## src/rtl/dyt_rf_wb_arbiter_if.sv

```systemverilog
// Write-back request bundle: NUM_REQ producers share one register-file write port.
// master = producers (drive valid/sel/data), slave = arbiter (drives ready).
interface dyt_rf_wb_arbiter_if #(
  parameter int NUM_REQ = 3,
  parameter int ADDR_W  = 5,
  parameter int DATA_W  = 32
);
  logic [NUM_REQ-1:0]        req_valid;
  logic [NUM_REQ*ADDR_W-1:0] req_sel;
  logic [NUM_REQ*DATA_W-1:0] req_data;
  logic [NUM_REQ-1:0]        req_ready;

  modport master (output req_valid, output req_sel, output req_data, input req_ready);
  modport slave  (input req_valid, input req_sel, input req_data, output req_ready);
endinterface

```

## src/rtl/dyt_rf_wb_arbiter.sv

```systemverilog
// Round-robin write-back arbiter with registered RF write port (latency 1, no backpressure
// beyond arbitration) and pending-write scoreboard. Optional bypass: DYT_RF_WB_BYPASS_EN.
module dyt_rf_wb_arbiter #(
  parameter int NUM_REQ = 3,
  parameter int ADDR_W  = 5,
  parameter int DATA_W  = 32
) (
  input  logic                      clk,
  input  logic                      n_rst,
  dyt_rf_wb_arbiter_if.slave        req_if,
  output logic                      rf_wen,
  output logic [ADDR_W-1:0]         rf_w_sel,
  output logic [DATA_W-1:0]         rf_w_data,
  input  logic                      iss_valid,
  input  logic [ADDR_W-1:0]         iss_rd,
  input  logic                      flush,
  input  logic [ADDR_W-1:0]         rd_sel_0,
  input  logic [ADDR_W-1:0]         rd_sel_1,
`ifdef DYT_RF_WB_BYPASS_EN
  output logic                      byp_hit_0,
  output logic                      byp_hit_1,
  output logic [DATA_W-1:0]         byp_data_0,
  output logic [DATA_W-1:0]         byp_data_1,
`endif
  output logic                      stall_0,
  output logic                      stall_1,
  output logic [(1<<ADDR_W)-1:0]    pending
);

  localparam int PTR_W = (NUM_REQ > 1) ? $clog2(NUM_REQ) : 1;
  localparam int NREG  = 1 << ADDR_W;

  logic [PTR_W-1:0]  rr_ptr_q, rr_ptr_d;
  logic              gnt_vld;
  logic [PTR_W-1:0]  gnt_idx;
  logic [PTR_W:0]    scan_sum;
  logic [PTR_W-1:0]  scan_idx;
  logic [NUM_REQ-1:0] ready_d;
  logic [ADDR_W-1:0] gnt_sel;
  logic [DATA_W-1:0] gnt_data;

  logic              wen_q, wen_d;
  logic [ADDR_W-1:0] sel_q, sel_d;
  logic [DATA_W-1:0] data_q, data_d;
  logic [NREG-1:0]   pending_q, pending_d;

  // First valid requester at or after rr_ptr, wrapping modulo NUM_REQ.
  always_comb begin
    gnt_vld  = 1'b0;
    gnt_idx  = '0;
    scan_sum = '0;
    scan_idx = '0;
    for (int k = 0; k < NUM_REQ; k++) begin
      scan_sum = {1'b0, rr_ptr_q} + (PTR_W+1)'(k);
      if (scan_sum >= (PTR_W+1)'(NUM_REQ))
        scan_sum = scan_sum - (PTR_W+1)'(NUM_REQ);
      scan_idx = scan_sum[PTR_W-1:0];
      if (!gnt_vld && req_if.req_valid[scan_idx]) begin
        gnt_vld = 1'b1;
        gnt_idx = scan_idx;
      end
    end
  end

  always_comb begin
    ready_d  = '0;
    gnt_sel  = '0;
    gnt_data = '0;
    for (int i = 0; i < NUM_REQ; i++) begin
      if (gnt_vld && gnt_idx == PTR_W'(i)) begin
        ready_d[i] = 1'b1;
        gnt_sel    = req_if.req_sel[i*ADDR_W +: ADDR_W];
        gnt_data   = req_if.req_data[i*DATA_W +: DATA_W];
      end
    end
  end

  assign req_if.req_ready = ready_d;

  always_comb begin
    rr_ptr_d = rr_ptr_q;
    wen_d    = 1'b0;
    sel_d    = sel_q;
    data_d   = data_q;
    if (gnt_vld) begin
      rr_ptr_d = (gnt_idx == PTR_W'(NUM_REQ-1)) ? '0 : gnt_idx + 1'b1;
      // x0 grants are consumed but never reach the register file.
      wen_d    = (gnt_sel != '0);
      sel_d    = gnt_sel;
      data_d   = gnt_data;
    end
  end

  // A fresh issue beats the commit-clear of the same register; flush beats both.
  always_comb begin
    pending_d = pending_q;
    if (wen_q)
      pending_d[sel_q] = 1'b0;
    if (iss_valid && iss_rd != '0)
      pending_d[iss_rd] = 1'b1;
    if (flush)
      pending_d = '0;
    pending_d[0] = 1'b0;
  end

  always_ff @(posedge clk or negedge n_rst) begin
    if (!n_rst) begin
      rr_ptr_q  <= '0;
      wen_q     <= 1'b0;
      sel_q     <= '0;
      data_q    <= '0;
      pending_q <= '0;
    end else begin
      rr_ptr_q  <= rr_ptr_d;
      wen_q     <= wen_d;
      sel_q     <= sel_d;
      data_q    <= data_d;
      pending_q <= pending_d;
    end
  end

  assign rf_wen    = wen_q;
  assign rf_w_sel  = sel_q;
  assign rf_w_data = data_q;
  assign pending   = pending_q;

`ifdef DYT_RF_WB_BYPASS_EN
  assign byp_hit_0  = wen_q && (sel_q == rd_sel_0) && (rd_sel_0 != '0);
  assign byp_hit_1  = wen_q && (sel_q == rd_sel_1) && (rd_sel_1 != '0);
  assign byp_data_0 = data_q;
  assign byp_data_1 = data_q;
  assign stall_0    = pending_q[rd_sel_0] & ~byp_hit_0;
  assign stall_1    = pending_q[rd_sel_1] & ~byp_hit_1;
`else
  assign stall_0    = pending_q[rd_sel_0];
  assign stall_1    = pending_q[rd_sel_1];
`endif

endmodule
```

## src/flat_wrapper.sv

```systemverilog
// flat-port wrapper written by rule: the top's interface ports become plain ports
module dyt_rf_wb_arbiter_flat 
#(
  parameter int NUM_REQ = 3,
  parameter int ADDR_W  = 5,
  parameter int DATA_W  = 32
)
  (clk, n_rst, rf_wen, rf_w_sel, rf_w_data, iss_valid, iss_rd, flush, rd_sel_0, rd_sel_1, stall_0, stall_1, pending, req_if_req_valid, req_if_req_sel, req_if_req_data, req_if_req_ready);
  dyt_rf_wb_arbiter_if #(.NUM_REQ(NUM_REQ), .ADDR_W(ADDR_W), .DATA_W(DATA_W)) req_if_i ();
  input  logic clk;
  input  logic n_rst;
  output logic rf_wen;
  output logic [ADDR_W-1:0] rf_w_sel;
  output logic [DATA_W-1:0] rf_w_data;
  input  logic iss_valid;
  input  logic [ADDR_W-1:0] iss_rd;
  input  logic flush;
  input  logic [ADDR_W-1:0] rd_sel_0;
  input  logic [ADDR_W-1:0] rd_sel_1;
  output logic stall_0;
  output logic stall_1;
  output logic [(1<<ADDR_W)-1:0] pending;
  input wire logic [$bits(req_if_i.req_valid)-1:0] req_if_req_valid;
  input wire logic [$bits(req_if_i.req_sel)-1:0] req_if_req_sel;
  input wire logic [$bits(req_if_i.req_data)-1:0] req_if_req_data;
  output wire logic [$bits(req_if_i.req_ready)-1:0] req_if_req_ready;
  assign req_if_i.req_valid = req_if_req_valid;
  assign req_if_i.req_sel = req_if_req_sel;
  assign req_if_i.req_data = req_if_req_data;
  assign req_if_req_ready = req_if_i.req_ready;
  dyt_rf_wb_arbiter #(.NUM_REQ(NUM_REQ), .ADDR_W(ADDR_W), .DATA_W(DATA_W)) u_core (.clk(clk), .n_rst(n_rst), .req_if(req_if_i), .rf_wen(rf_wen), .rf_w_sel(rf_w_sel), .rf_w_data(rf_w_data), .iss_valid(iss_valid), .iss_rd(iss_rd), .flush(flush), .rd_sel_0(rd_sel_0), .rd_sel_1(rd_sel_1), .stall_0(stall_0), .stall_1(stall_1), .pending(pending));
endmodule
```

## config.mk

```make
export PLATFORM = sky130hd
export DESIGN_NAME = dyt_rf_wb_arbiter_flat
export DESIGN_NICKNAME = d
export VERILOG_FILES = /design/src/rtl/dyt_rf_wb_arbiter_if.sv /design/src/rtl/dyt_rf_wb_arbiter.sv /design/src/flat_wrapper.sv
export SDC_FILE = /design/constraint.sdc
export NUM_CORES = 1
export LEC_CHECK = 0
export BUFFER_PORTS_ARGS = -buffer_cell sky130_fd_sc_hd__buf_2
export CAP_MARGIN = 20
export CORE_ASPECT_RATIO = 0.75
export CORE_MARGIN = 1
export CORE_UTILIZATION = 47
export CTS_CLUSTER_DIAMETER = 40
export DETAILED_ROUTE_END_ITERATION = 6
export GPL_TIMING_DRIVEN = 0
export PLACE_DENSITY = 0.85
export SYNTH_ARGS = -nofsm -noshare
export SYNTH_HDL_FRONTEND = slang
export SYNTH_SLANG_ARGS = --single-unit
```

## constraint.sdc

```tcl
create_clock -name clk -period 2.9 [get_ports clk]
set_input_delay 0.29 -clock clk [delete_from_list [all_inputs] [get_ports clk]]
set_output_delay 0.29 -clock clk [all_outputs]
set_load 0.01 [all_outputs]
```

==> metrics.csv <==
metric,value,unit
outcome,completed,
Leakage,2.71,nW
HP Class,in -> async,
DP HPWL,11100,um
drt first pass iters,6,
top-area cell type share of the netlist area,41.1,%
Hold Slack,0.0904,ns
Syn Nets,577,
std cell rows,29,
GRT Residual Overflow,0,
Nets,793,
Total Routing Usage GR,30.4,%
Max VDD drop,0.701,mV
clock latency on the worst-skew pair,0.33,ns
Tcrit/Tclk final,97.1,%
CTS sink count,71,
via count,4584,
Routed Antenna Nets,0,
initial antenna violation count,0,
Max Cap Viol,0,
"Cell Area, Synth",4320,sq um
P_int,3.13,mW
root buf cell,clkbuf_16,
DR vias/cell,5.95,
Die H,85.1,um
Mapped Avg Cell Area,9.80,sq um
sequential element share of the synthesized area,41.1,%
Yosys cell types,49,
Crit. End Element,output pin,
Syn. warnings,0,
Final Cell Area,5770,sq um
number of synthesized flops with an enable pin,0,
share of flip-flops with an asynchronous set or reset,100,%
vias in the first global route,4393,
FF-to-FF End,u_core.rf_w_data[9]$_DFFE_PN0P_,
CTS tree,done,
sw power,2.45,mW
Reg2Reg Setup Slack,0.28,ns
critical path class,reg -> out,
Post-route DRC,0,
Tightest Pin Transition,1.06,ns
core area,8670,sq um
TNS Setup,0,ns
Layout area overhead,33.5,%
Synth Register Bits,71,
R2R cell count,10,
Comb pwr share,55.9,%
pwr dens,967,nW/um^2
Max Clock Skew,0.00840,ns
Sw Share,44.0,%
die area,9590,sq um
clk slew on worst S/H paths,0.05,ns
final WL,14300,um
"top cells by area, synth","dfrtp_1 (41%), mux4_2 (9.4%), a22oi_2 (7.8%)",
Syn Inst Count,441,
Critical Path AT,2.53,ns
Routed WL per cell,18.6,um
die width,113,um
fraction of layout instances using a drive strength above 1,45.0,%
RR Startpoint,u_core.rr_ptr_q[0]$_DFFE_PN0P_,
crit path max fanout,10,
CP required,2.61,ns
relative slew slack,29.5,%
I/O Buffers,202,
total CTS buffers,9,
RSZ-0062 raised after global routing,yes,
"Top FF cell, synth",dfrtp_1,
Routed met2 length,6810,um
Metal-1 WL,6090,um
final hold vios,0,
Sequential Power Share,26.8,%
dpl cell area,5470,sq um
DR top layer,met4,
Clk network pwr share,17.3,%
gpl congestion,0.916,
CTS H-tree depth,3,
Layout Cells excl Fill,770,
initial core utilization,49.8,%
final setup fails,0,
Synth area leader,dfrtp_1,
Bufs on Longest Clock Path,2,
largest net degree at the start of global routing,72,
IO Count,208,
met3 wire length,1180,um
Antenna Cells,0,
Final Critical Period,2.82,ns
fmax,355,MHz
global-route wire length before repair,22500,um
Final Max Tran Viols,0,
dpl cells,751,
cts hold-fix bufs,0,
drt initial violations,316,
CP Launch Type,flop,
==> cells by family after synthesis <==
logic type	synth area share, %
compound gates	26.0
simple gates	16.5
mux	10.7
other cells	0.0867
buf+inv	4.80
flops	41.1
fa+ha+maj	0.868
==> timing repair <==
action,in CTS,in global routing
setup endpoints to repair,0,2
buffers inserted,0,3
resized for setup,0,5
==> power by group through the flow <==
stage                     Sequential (mW)  Clock [mW]  Combinational, mW
after CTS                            1.49       0.980               3.04
final                                1.50       0.963               3.12
after global placement               1.49           0               2.93
after global routing                 1.54        1.02               3.38
after detailed placement             1.51           0               3.02
after floorplan                      1.63           0               1.89
==> state kept, by name (all words and copies together) (netlist names) <==
name	cells
u_core.rr_ptr_q	2
u_core.rf_w_data	32
u_core.rf_wen	1
u_core.rf_w_sel	5
u_core.pending	31
==> worst max-delay path: stages (launching register included) <==
cell	delay [ns]
dfrtp_1	0.37
inv_1	0.08
ha_1	0.30
buf_4	0.17
a21bo_1	0.22
a21oi_4	0.20
nor3_4	0.08
or2_1	0.22
buf_6	0.16
nor3_4	0.22
buf_2	0.17
==> through the flow <==
stage	power, mW	util [%]	worst slack (ns)
2_1_floorplan	3.52	-	0.668
3_3_place_gp	4.42	63.1	0.381
3_5_place_dp	4.53	63.1	0.351
4_1_cts	5.51	66.1	0.00581
5_1_grt	5.94	66.6	-0.0470
6_report	5.58	66.6	0.0832
==> routing by layer <==
| layer | track usage [%] | vias to the layer above |
|---|---|---|
| met5 | 0 | - |
| met2 | 47.0 | 260 |
| met4 | 8.97 | 0 |
| met1 | 42.7 | 2229 |
| li1 | - | 2074 |
| met3 | 7.36 | 21 |
==> synth_stat cells (2+ instances only) <==
library cell and count:
a22oi_2 27, buf_2 7, buf_4 2, nor3b_1 4, or3_1 2, o2bb2ai_1 3, or3b_2 3, buf_8 2
a21o_1 2, nand2_1 78, nand2b_1 2, o21ai_0 36, a22oi_1 10, o21ai_1 2, dfrtp_1 71, clkbuf_1 15
nand3_1 3, mux4_2 18, ha_1 3, nor3_4 2, inv_1 3, and3b_1 2, a21oi_1 32, nor3_1 3
mux2_2 4, nor2_1 38, nand3b_1 6, a31oi_1 35, buf_6 5, and3_1 2
==> cell usage in the layout, fill, tap and decap left out, types with 9 or more instances in the layout <==
cell type  instances
buf_2            207
clkbuf_1          17
a31oi_1           35
o21ai_0           36
nor2_1            38
a21oi_1           31
dfrtp_1           71
clkbuf_16          9
a22oi_1           10
a22oi_2           27
mux4_2            18
nand2_1           78
==> how the worst max path moves through the flow <==
stage / startpoint / end / slack (ns) / cells past startpoint
after floorplan: u_core.rr_ptr_q[0]$_DFFE_PN0P_ / req_if_req_ready[0] / 0.67 / 9
after global placement: u_core.rr_ptr_q[0]$_DFFE_PN0P_ / req_if_req_ready[0] / 0.38 / 9
after detailed placement: u_core.rr_ptr_q[0]$_DFFE_PN0P_ / u_core.rf_w_data[9]$_DFFE_PN0P_ / 0.35 / 10
after CTS: u_core.rr_ptr_q[0]$_DFFE_PN0P_ / req_if_req_ready[0] / 0.006 / 9
after global routing: u_core.rr_ptr_q[0]$_DFFE_PN0P_ / req_if_req_ready[0] / -0.05 / 10
final: u_core.rr_ptr_q[0]$_DFFE_PN0P_ / req_if_req_ready[0] / 0.08 / 10
==> area by class of cell <==
class | instances | area (sq um)
buffer | 31 | 195
clock buffer | 11 | 233
clock inverter | 5 | 25.0
fill | 705 | 2900
inverter | 4 | 15.0
multi-input combinational | 335 | 2360
sequential | 71 | 1780
tap | 108 | 135
timing repair buffer | 205 | 1040
No activity file was read; power rests on OpenSTA's default activity.
